===== config.mk =====
export PLATFORM = sky130hd
export DESIGN_NAME = multicycle_control
export DESIGN_NICKNAME = d
export VERILOG_FILES = /design/src/rtl/multicycle_control.sv
export SDC_FILE = /design/constraint.sdc
export NUM_CORES = 1
export LEC_CHECK = 0
export ABC_AREA = 1
export CORE_MARGIN = 8
export CORE_UTILIZATION = 34
export CTS_CLUSTER_DIAMETER = 50
export DETAILED_ROUTE_END_ITERATION = 6
export PLACE_DENSITY = 0.76
export REMOVE_ABC_BUFFERS = 1
export SLEW_MARGIN = 10
export SYNTH_ARGS = -nofsm -noshare
export SYNTH_HDL_FRONTEND = slang
export SYNTH_SLANG_ARGS = --single-unit

===== constraint.sdc =====
create_clock -name clk -period 1.1 [get_ports clk]
set_input_delay 0.165 -clock clk [delete_from_list [all_inputs] [get_ports clk]]
set_output_delay 0.165 -clock clk [all_outputs]
set_load 0.05 [all_outputs]

===== src/rtl/multicycle_control.sv =====
// Multi-cycle RV32I control FSM: sequences fetch/decode/execute/memory/writeback
// over a shared ALU and a unified memory port with a req/ready handshake.
module multicycle_control (
  input  logic       clk,
  input  logic       rst,
  input  logic [6:0] op,
  input  logic [2:0] funct3,
  input  logic       funct7_5,
  input  logic       EQ,
  input  logic       mem_ready,
  output logic       mem_req,
  output logic       MemWrite,
  output logic       AdrSrc,
  output logic       IRWrite,
  output logic       PCWrite,
  output logic       RegWrite,
  output logic [1:0] ALUSrcA,
  output logic [1:0] ALUSrcB,
  output logic [1:0] ResultSrc,
  output logic [1:0] ImmSrc,
  output logic [2:0] ALUctrl,
  output logic       instr_done,
  output logic       illegal
);

  localparam logic [3:0] FETCH    = 4'd0;
  localparam logic [3:0] DECODE   = 4'd1;
  localparam logic [3:0] MEMADR   = 4'd2;
  localparam logic [3:0] MEMREAD  = 4'd3;
  localparam logic [3:0] MEMWB    = 4'd4;
  localparam logic [3:0] MEMWRITE = 4'd5;
  localparam logic [3:0] EXECR    = 4'd6;
  localparam logic [3:0] EXECI    = 4'd7;
  localparam logic [3:0] ALUWB    = 4'd8;
  localparam logic [3:0] BRANCH   = 4'd9;
  localparam logic [3:0] TRAP     = 4'd10;

  localparam logic [2:0] ALU_ADD = 3'b000;
  localparam logic [2:0] ALU_SUB = 3'b001;
  localparam logic [2:0] ALU_AND = 3'b010;
  localparam logic [2:0] ALU_OR  = 3'b011;
  localparam logic [2:0] ALU_SLT = 3'b101;

  logic [3:0] state;
  logic [3:0] state_n;
  logic [2:0] alu_dec;
  logic       f3_ok;
  logic       br_ok;

  always_comb begin
    alu_dec = ALU_ADD;
    f3_ok   = 1'b1;
    unique case (1'b1)
      funct3 == 3'b000:
        alu_dec = (op[5] & funct7_5) ? ALU_SUB : ALU_ADD;
      funct3 == 3'b010: alu_dec = ALU_SLT;
      funct3 == 3'b110: alu_dec = ALU_OR;
      funct3 == 3'b111: alu_dec = ALU_AND;
      default:          f3_ok   = 1'b0;
    endcase
  end

  assign br_ok = (funct3 == 3'b000) | (funct3 == 3'b001);

  always_comb begin
    state_n = state;
    case (state)
      FETCH:    if (mem_ready) state_n = DECODE;
      DECODE: begin
        unique case (1'b1)
          op == 7'b0000011: state_n = MEMADR;
          op == 7'b0100011: state_n = MEMADR;
          op == 7'b0110011: state_n = EXECR;
          op == 7'b0010011: state_n = EXECI;
          op == 7'b1100011: state_n = br_ok ? BRANCH : TRAP;
          default:          state_n = TRAP;
        endcase
      end
      MEMADR:   state_n = op[5] ? MEMWRITE : MEMREAD;
      MEMREAD:  if (mem_ready) state_n = MEMWB;
      MEMWB:    state_n = FETCH;
      MEMWRITE: if (mem_ready) state_n = FETCH;
      EXECR:    state_n = f3_ok ? ALUWB : TRAP;
      EXECI:    state_n = f3_ok ? ALUWB : TRAP;
      ALUWB:    state_n = FETCH;
      BRANCH:   state_n = FETCH;
      TRAP:     state_n = TRAP;
      default:  state_n = FETCH;
    endcase
  end

  always_ff @(posedge clk) begin
    if (rst) state <= FETCH;
    else     state <= state_n;
  end

  // Everything is held low while rst is high, including mem_req.
  always_comb begin
    mem_req    = 1'b0;
    MemWrite   = 1'b0;
    AdrSrc     = 1'b0;
    IRWrite    = 1'b0;
    PCWrite    = 1'b0;
    RegWrite   = 1'b0;
    ALUSrcA    = 2'b00;
    ALUSrcB    = 2'b00;
    ResultSrc  = 2'b00;
    ImmSrc     = 2'b00;
    ALUctrl    = ALU_ADD;
    instr_done = 1'b0;
    illegal    = 1'b0;
    if (!rst) begin
      case (state)
        FETCH: begin
          mem_req   = 1'b1;
          ALUSrcB   = 2'b10;
          ResultSrc = 2'b10;
          IRWrite   = mem_ready;
          PCWrite   = mem_ready;
        end
        DECODE: begin
          ALUSrcA = 2'b01;
          ALUSrcB = 2'b01;
          ImmSrc  = 2'b10;
        end
        MEMADR: begin
          ALUSrcA = 2'b10;
          ALUSrcB = 2'b01;
          ImmSrc  = op[5] ? 2'b01 : 2'b00;
        end
        MEMREAD: begin
          mem_req = 1'b1;
          AdrSrc  = 1'b1;
        end
        MEMWB: begin
          ResultSrc  = 2'b01;
          RegWrite   = 1'b1;
          instr_done = 1'b1;
        end
        MEMWRITE: begin
          mem_req    = 1'b1;
          MemWrite   = 1'b1;
          AdrSrc     = 1'b1;
          instr_done = mem_ready;
        end
        EXECR: begin
          ALUSrcA = 2'b10;
          ALUctrl = alu_dec;
        end
        EXECI: begin
          ALUSrcA = 2'b10;
          ALUSrcB = 2'b01;
          ALUctrl = alu_dec;
        end
        ALUWB: begin
          RegWrite   = 1'b1;
          instr_done = 1'b1;
        end
        BRANCH: begin
          ALUSrcA    = 2'b10;
          ALUctrl    = ALU_SUB;
          instr_done = 1'b1;
          PCWrite    = (funct3 == 3'b000 & EQ)
                     | (funct3 == 3'b001 & !EQ);
        end
        TRAP:    illegal = 1'b1;
        default: ;
      endcase
    end
  end

endmodule


After elaboration in Yosys (flattened, before gate mapping). Cells that the tools add are included.

$add $sub $neg: 0. $mul: 0. Div/mod/pow operators: 0. Order comparisons: 0. Eq/ne operators: 22. Shift operators: 0. Multiplexer cells: 38. Bitwise gates (word level): 5. Reduce and logical (&&, ||, !) cells: 13.

Operators by type and width (count): one-hot mux 4 bit (7 select lines) (1); 2-to-1 mux 1 bit (17); == test 4 x 3 -> 1 bit, second input constant (4); one-hot mux 2 bit (2 select lines) (4); one-hot mux 4 bit (4 select lines) (1); == test 7 x 6 -> 1 bit, second input constant (2); == test 4 bit, second input constant (3); 2-to-1 mux 2 bit (6); 2-to-1 mux 4 bit (3); one-hot mux 3 bit (4 select lines) (1); OR reduction 3 bit (3); == test 4 x 2 -> 1 bit, second input constant (2); OR reduction 2 bit (4); OR reduction 4 bit (2); == test 7 x 2 -> 1 bit, second input constant (1); == test 7 x 5 -> 1 bit, second input constant (1); == test 7 bit, second input constant (1); == test 3 bit, second input constant (2); 2-to-1 mux 3 bit (2); != test 2 bit, second input constant (3); one-hot mux 3 bit (2 select lines) (1); == test 4 x 1 -> 1 bit, second input constant (1); zero test 4 bit (1); one-hot mux 1 bit (2 select lines) (2); 7 further kinds (10).

Register bits: 4. Bits in latches: 0. Memory bits (writable): 0. Memory bits (read-only): 0. Output and inout bits: 19. Word-level logic and storage cells: 79. Memories: 0.

Depth between registers and ports, before layout. Gate-level depths: netlist of the first run.

Depth after elaboration: 5. Mapped depth: 10. Gate-level depth less buffers: 10.

Worst setup path before layout of the first run. Ideal clock, no wire load.

Path type: register -> output. From: register state[3]. To: output port PCWrite. Arrival time: 2.107 ns. Required time: 0.935 ns. Path slack: -1.172 ns. Stages on the path, launching flop included: 7. Cell sequence: dfxtp_1 > nor2_2 > nand2_1 > nor2_1 > nand2_1 > inv_2 > a41o_1.

Word-level cells in the longest chain between the ends: 3. Elaborated cells between the ends (all ways): 4. Classes of those cells: 1 x eq/ne; 2 x mux; 1 x reduce/logical.

Ends and longest elaborated chain: start: declaration (line 44) `logic [3:0] state;`; start signal: assignment (line 94) `else state <= state_n;`; == test 4 bit or zero test 4 bit (tied branches) (line 113) `case (state)`; one-hot mux 1 bit (2 select lines) * (line 113); 2-to-1 mux 1 bit * (line 112) `if (!rst) begin`; end: declaration (line 15) `output logic PCWrite,`.

Mark *: on every way between the ends. The rest lies on a longest branch, timed or not.

Final worst setup path of the first run.
From: register state[2]. To: output port PCWrite.

Same word-level chain as after synthesis.

==> flow_summary.ini, run 1 <==
[clock_tree]
cts.htree.levels = 1
cts_buffers = 3
clock_sinks = 4
insertion_delay_ns = 0.25
holdBufCountCts = 0
cts_tree = done
clk_pin_slew_worst_paths_ns = 0.04
clockBufferDepth = 2
clock-root-buffer = clkbuf_4

[sta]
clock_skew_ns = 0.006419
whs_ns = 0.5953
hold_violations = 0
fin_crit_ns = 1.755
rsz0062_at_grt = true
finalSetupViolations = 23
fin_ws_ns = -0.6554
fmax_ghz = 0.5697
slew-limit-headroom_pct = 76.01
fin_crit_sh_pct = 159.6
worst_slew_pin_slew_ns = 0.3599
slew_violations = 0
tns_ns = -10.87

[setup_path]
r2r-start = state[2]
rr_worst_depth = 9
cp-end-kind = primary output
reg2reg_slack_ns = -0.43
crit_fanout = 4
startpoint_type = flip-flop
reg2reg_to = state[1]
critPathKind = reg2out
worst_ep_required_time_ns = 0.94
cp.arrival_ns = 1.59

[floorplan]
die_h_um = 57.99
ios = 34
dieArea_mm2 = 0.003362
die_w_um = 57.99
fp-row-count = 15
start_util_pct = 35.48
core-area_mm2 = 0.001689

[logic_synthesis]
syn_inst = 113
syn_area_um2 = 599.3
synth_cell_types = 23
yosys_warnings = 0
synth_seq_cells = 4
syn_area_per_cell_um2 = 5.304
yosysSeqAreaShare_pct = 13.36

[flow_run]
cap_violations = 0

[layout]
largestRegisters = state (4)
final_common_cell = buf_4
finalNetCount = 197
multiInputGateArea_um2 = 596.8
n_fill_cell = 33
final_cell_mix = buf_4, nand2_1, buf_12
final-seq-area_um2 = 90.09
largest_reg_flops = 4
finalNonFillerCells = 197
antenna_cells = 0
top_register = state
area_growth_syn_to_layout_pct = 172.7
drive_above_1_share_pct = 60.56
postLayoutCellArea_mm2 = 0.001634
final_util_pct = 96.74

[drt]
ant_nets = 0
routed_via_density = 5.939
drtIter0Drc = 57
wl_per_cell_um = 21.31
wirelength_mm = 4.198
dr.pass1.iters = 4
drcViolationCount = 0
vias = 1170

[power]
cellPowerDensity_mw_per_mm2 = 2299
ir_drop_mv = 1.602
leakage_nw = 0.8030
power.total_mw = 3.757

[global_route]
grt_usage_pct = 20.17
grt_pass1_wl_mm = 5.375
first_global_vias = 1164
grt_overflow = 0
grt_max_degree = 8
antenna_found_initial = 0

[placed_design]
io_buffers = 33
place_area_mm2 = 0.001359
dp_hpwl_mm = 2.119
gp_routability_congestion = 0.8985
post-place-ws_ns = -0.5015
dpl.cell_count = 191

[min_path]
min_from = rst
whs_path_depth = 3
whs_endpoint = state[2]
hold_class = in2reg

[status]
status = finished with violations
violations = negative setup slack
==> critical path: stages (launching register included) <==
cell	delay, ns
dfxtp_2	0.35
buf_6	0.13
nor2_4	0.15
nand2_2	0.09
nor2_2	0.13
nand2_1	0.10
inv_2	0.10
a41o_1	0.15
buf_12	0.15
==> cells in the mapped netlist <==
| cell | count | area share (%) |
|---|---|---|
| a21oi_2 | 2 | 2.9 |
| a41o_1 | 1 | 1.7 |
| inv_1 | 24 | 15 |
| dfxtp_1 | 4 | 13 |
| nor3_1 | 6 | 5.0 |
| a21oi_1 | 4 | 3.3 |
| xor2_1 | 1 | 1.5 |
| nor2_1 | 11 | 6.9 |
| o21ai_0 | 7 | 5.8 |
| nand3_1 | 5 | 4.2 |
| o21ai_1 | 1 | 0.83 |
| nor2_4 | 3 | 5.6 |
| o31ai_1 | 1 | 1.3 |
| nor4_1 | 1 | 1.0 |
| nand2_2 | 1 | 1.0 |
| buf_4 | 1 | 1.3 |
| nand3_2 | 2 | 3.3 |
| nand2_4 | 1 | 1.9 |
| clkbuf_1 | 2 | 1.3 |
| inv_2 | 3 | 1.9 |
| nor2_2 | 1 | 1.0 |
| a31oi_1 | 1 | 1.0 |
| nand2_1 | 30 | 19 |
==> what timing repair did <==
action | CTS | global route
setup buffers | 3 | 1
gates resized for setup | 34 | 38
endpoints found under the hold margin | 0 | 0
pin swaps | 4 | 9
setup endpoints to repair | 22 | 23
==> how the worst max path moves through the flow <==
stage	slack, ns	from	end	cells after the start
after floorplan	-1.80	state[3]	PCWrite	6
after global placement	-0.45	rst	ALUctrl[1]	5
after detailed placement	-0.50	rst	ALUctrl[1]	5
after CTS	-0.50	state[3]	ALUctrl[0]	7
after global routing	-0.74	state[2]	PCWrite	8
final	-0.66	state[2]	PCWrite	8
==> logic make-up (layout without fill, tap and decap cells) <==
family / Yosys count / after routing / share of synthesized area, %
XOR/XNOR: 1 / 1 / 1.462
AO/OA/AOI/OAI: 17 / 17 / 16.91
AND/OR/NAND/NOR: 61 / 61 / 48.85
flip-flops: 4 / 4 / 13.36
buffers and inverters: 30 / 97 / 19.42
==> layout make-up <==
| type | instances | area share, % |
|---|---|---|
| Clock buffer | 3 | 1.378 |
| Inverter | 27 | 6.508 |
| Multi-Input combinational cell | 79 | 36.52 |
| Sequential cell | 4 | 5.513 |
| Tap cell | 17 | 1.302 |
| Timing Repair Buffer | 67 | 48.77 |
==> routing by layer <==
metal | routed length, um | GRT usage (%)
met5 | 0 | 0
met1 | 1496 | 18.70
met2 | 1989 | 35.51
met3 | 428 | 7.947
met4 | 283 | 13.99
==> power breakdown <==
part	total, mW	internal [mW]	switching, mW
Sequential	0.333	0.226	0.107
Clock	0.196	0.123	0.0728
Combinational	3.23	1.40	1.83
No activity file was read; power rests on OpenSTA's default activity.
==> run 2, diff against run 1 <==
- CORE_UTILIZATION: 34 -> 37
- PLACE_DENSITY: 0.76 -> 0.78
- clock period: 1.1 -> 1.9 ns (I/O delays scaled with it)
==> run 2 against run 1 <==
The run now ends clean; critical path depth shrank 3; largest power group unchanged; via count decreased by 31%; die area shrank 5.9%; register-to-register slack better by 1.1 ns; non-clock buffer count is 30 lower; first-iteration DRC count fell by 75%; critical endpoint is now ALUctrl[2]; routed wire length shrank 54%; largest cell class unchanged; final area fell by 27%; power fell by 60%.
==> flow_summary.ini, run 2 (synthesis gave the netlist of run 1 again) <==
[status]
status = finished, final reports clean

[setup_path]
reg2reg_to = state[2]
worst_ep_required_time_ns = 1.62
startpoint_type = input port
cp-end-kind = primary output
rr_worst_depth = 6
cp.arrival_ns = 1.55
reg2reg_slack_ns = 0.65
r2r-start = state[1]
crit_fanout = 10
critPathKind = in2out

[clock_tree]
cts_tree = done
clock-root-buffer = clkbuf_4
holdBufCountCts = 0
clockBufferDepth = 2
cts_buffers = 3
clk_pin_slew_worst_paths_ns = 0.04
cts.htree.levels = 1
insertion_delay_ns = 0.23
clock_sinks = 4

[sta]
slew_violations = 0
hold_violations = 0
fin_crit_ns = 1.831
fin_ws_ns = 0.06916
slew-limit-headroom_pct = 76.09
rsz0062_at_grt = true
fin_crit_sh_pct = 96.36
tns_ns = 0
worst_slew_pin_slew_ns = 0.3559
clock_skew_ns = 0.003654
finalSetupViolations = 0
fmax_ghz = 0.5462

[layout]
n_fill_cell = 106
drive_above_1_share_pct = 29.33
antenna_cells = 0
top_register = state
largestRegisters = state (4)
final_common_cell = nand2_1
final_cell_mix = nand2_1, inv_1, buf_12
postLayoutCellArea_mm2 = 0.001194
finalNetCount = 167
largest_reg_flops = 4
area_growth_syn_to_layout_pct = 99.16

[floorplan]
die_w_um = 56.25
ios = 34
start_util_pct = 39.78
fp-row-count = 14
core-area_mm2 = 0.001506
die_h_um = 56.25
dieArea_mm2 = 0.003164

[min_path]
whs_endpoint = state[2]
min_from = state[2]
hold_class = reg2reg
whs_path_depth = 2

[drt]
wl_per_cell_um = 11.55
dr.pass1.iters = 4
ant_nets = 0
highest_layer = met3
wl_met1_um = 859
drtIter0Drc = 14
wirelength_mm = 1.918
routed_via_density = 4.873
drcViolationCount = 0
wl_met3_um = 145
routed-wl-met2_um = 913
vias = 809

[global_route]
grt_max_degree = 11
first_global_vias = 837
grt_overflow = 0
grt_usage_pct = 11.72
antenna_found_initial = 0
grt_pass1_wl_mm = 3.339

[power]
ir_drop_mv = 0.9568
power.total_mw = 1.511
leakage_nw = 0.5929
cellPowerDensity_mw_per_mm2 = 1266

[placed_design]
io_buffers = 33
dp_hpwl_mm = 1.685
place_area_mm2 = 0.001155
gp_routability_congestion = 0.9027
post-place-ws_ns = 0.05523

[flow_run]
cap_violations = 0
==> run 2: cell type report <==
cell class / count / area [um^2] / area share, %
inverters: 27 / 101.3 / 8.491
repair buffers: 37 / 550.5 / 46.12
multi-input cells: 79 / 417.9 / 35.01
well taps: 16 / 20.02 / 1.677
clock buffers: 3 / 22.52 / 1.887
flip-flops and latches: 4 / 81.33 / 6.813
==> run 2: worst max path at each step <==
| stage | start | end | cells past startpoint |
|---|---|---|---|
| 6_report | rst | ALUctrl[2] | 5 |
| 5_1_grt | state[3] | instr_done | 9 |
| 4_1_cts | rst | ALUctrl[2] | 5 |
| 3_5_place_dp | rst | ALUctrl[2] | 5 |
| 3_3_place_gp | rst | ALUctrl[2] | 5 |
| 2_1_floorplan | state[3] | PCWrite | 6 |
==> run 2: timing repair <==
action	CTS	global route
gates resized for setup	1	4
setup buffers	0	0
setup endpoints to repair	1	5
==> run 2: per-layer routing <==
layer	up-vias	global-route usage [%]
met5	-	0
met4	0	4.467
met3	0	4.110
met2	28	18.86
met1	355	13.70
li1	426	-
==> run 2: power by group <==
| part | total, mW | internal, mW | switching (mW) | leakage (nW) |
|---|---|---|---|---|
| Clock | 0.0983 | 0.0702 | 0.0281 | 0.0138 |
| Combinational | 1.25 | 0.528 | 0.723 | 0.546 |
| Sequential | 0.162 | 0.118 | 0.0442 | 0.0333 |
| Total | 1.51 | 0.716 | 0.795 | 0.593 |
==> run 2: stage by stage <==
step / hold slack, ns / util, % / std cells
2_1_floorplan: 0.3474 / - / 110
3_3_place_gp: 0.5161 / 76.66 / 163
3_5_place_dp: 0.5236 / 76.66 / 163
4_1_cts: 0.5379 / 78.41 / 166
5_1_grt: 0.5748 / 79.24 / 166
6_report: 0.5354 / 79.24 / 166
==> run 2: critical path, stage by stage <==
cell,delay [ns]
clkdlybuf4s50_1,0.45
buf_4,0.20
nor4_2,0.31
buf_4,0.17
buf_12,0.12
==> run 3, diff against run 2 <==
- CELL_PAD_IN_SITES_DETAIL_PLACEMENT: default -> 1
- CELL_PAD_IN_SITES_GLOBAL_PLACEMENT: default -> 1
- CORE_UTILIZATION: 37 -> 23
==> run 3 against run 2 <==
Via count increased by 5.2%; critical path depth increased by 2; first-iteration DRC count increased by 86%; sequential power increased by 9%; worst hold slack got worse by 0.021 ns; clock power increased by 7%; sequential share of layout area about the same; global-route usage increased by 0.18 points; worst setup slack got worse by 0.0045 ns; non-clock buffer count unchanged; power increased by 4.4%; clock skew decreased by 0.00062 ns; largest power group unchanged; highest routed layer is now met4.
==> flow_summary.ini, run 3 (synthesis gave the netlist of run 1 again) <==
[sta]
slew_violations = 0
whs_ns = 0.5141
slew-limit-headroom_pct = 74.29
hold_violations = 0
rsz0062_at_grt = true
fin_crit_ns = 1.835
fin_crit_sh_pct = 96.59
worst_slew_pin_slew_ns = 0.3826
fmax_ghz = 0.5449
clock_skew_ns = 0.003039
finalSetupViolations = 0

[clock_tree]
cts_tree = done
clock_sinks = 4
post_cts_buffers = 0
cts.htree.levels = 1
cts_buffers = 3
insertion_delay_ns = 0.24
clock-root-buffer = clkbuf_4
holdBufCountCts = 0
clockBufferDepth = 2
clk_pin_slew_worst_paths_ns = 0.04

[layout]
largest_reg_flops = 4
top_register = state
final_common_cell = nand2_1
antenna_cells = 0
finalNonFillerCells = 180
final_cell_mix = nand2_1, inv_1, buf_12
largestRegisters = state (4)
finalNetCount = 167
area_growth_syn_to_layout_pct = 104.6
drive_above_1_share_pct = 32.67

[setup_path]
crit_fanout = 4
startpoint_type = flip-flop
cp.arrival_ns = 1.55
cp-end-kind = primary output
worst_ep_required_time_ns = 1.62
critPathKind = reg2out

[floorplan]
start_util_pct = 24.19
die_h_um = 67.05
core-area_mm2 = 0.002477
dieArea_mm2 = 0.004495
fp-row-count = 18
die_w_um = 67.05
ios = 34

[global_route]
grt_overflow = 0
grt_max_degree = 9
first_global_vias = 893
grt_pass1_wl_mm = 4.174
grt_usage_pct = 11.89
antenna_found_initial = 0

[power]
leakage_nw = 0.6036
ir_drop_mv = 0.7338
cellPowerDensity_mw_per_mm2 = 1287

[drt]
vias = 851
dr.pass1.iters = 2
ant_nets = 0
drcViolationCount = 0
wirelength_mm = 2.686
routed_via_density = 4.728
wl_per_cell_um = 14.92
drtIter0Drc = 26

[placed_design]
io_buffers = 33
dpl.cell_count = 177
gp_routability_congestion = 0.8814
dp_hpwl_mm = 2.313

[flow_run]
cap_violations = 0

[status]
status = finished, final reports clean

[min_path]
hold_class = in2reg
-- run 3: repair_timing --
| action | in CTS | in global routing |
|---|---|---|
| setup endpoints to repair | 3 | 8 |
| pin swaps | 0 | 0 |
| resized for setup | 3 | 8 |
-- run 3: worst max-delay path, stage by stage, from the launching register on --
cell and delay [ns]:
dfxtp_2 0.34, nor2_2 0.21, nand2_1 0.14, nor2_2 0.14, nand2_1 0.08, inv_2 0.09
a41o_1 0.16, buf_12 0.15
-- run 3: where the power goes --
| group | leakage, nW | internal (mW) | switching, mW |
|---|---|---|---|
| Combinational | 0.556 | 0.530 | 0.767 |
| Sequential | 0.0340 | 0.121 | 0.0550 |
| Clock | 0.0138 | 0.0706 | 0.0345 |
-- run 3: layout make-up --
class / instances / area [um^2]
tap: 30 / 37.54
fill: 317 / 1251
timing repair buffer: 37 / 553.0
clock buffer: 3 / 22.52
sequential: 4 / 83.83
inverter: 27 / 101.3
multi-input combinational: 79 / 427.9
-- run 3: layer usage --
layer,global-route usage [%],vias up,wire [um]
li1,-,424,-
met1,11.56,398,1025
met2,24.49,27,1476
met3,2.517,2,173
met4,2.350,0,11
met5,0,-,0
-- run 3: metrics by stage --
step	instance area [um^2]	total power [mW]	worst slack (ns)	TNS, ns	util [%]
4_1_cts	1202	1.566	0.02399	0	48.54
3_3_place_gp	1172	1.403	0.05143	0	47.32
6_report	1226	1.578	0.06471	0	49.49
2_1_floorplan	584.3	0.8584	-1.120	-2.947	-
3_5_place_dp	1172	1.450	0.04646	0	47.32
5_1_grt	1226	1.661	-0.03017	-0.03750	49.49
-- run 3: path summary, 6_finish.rpt --
| check | startpoint | end | slack [ns] | depth (start not counted) |
|---|---|---|---|---|
| setup / recovery | state[3] | PCWrite | 0.06 | 7 |
| setup reg to reg | state[3] | state[2] | 0.54 | 7 |
| hold / removal | rst | state[0] | 0.51 | 3 |
| hold reg to reg | state[0] | state[0] | 0.55 | 2 |
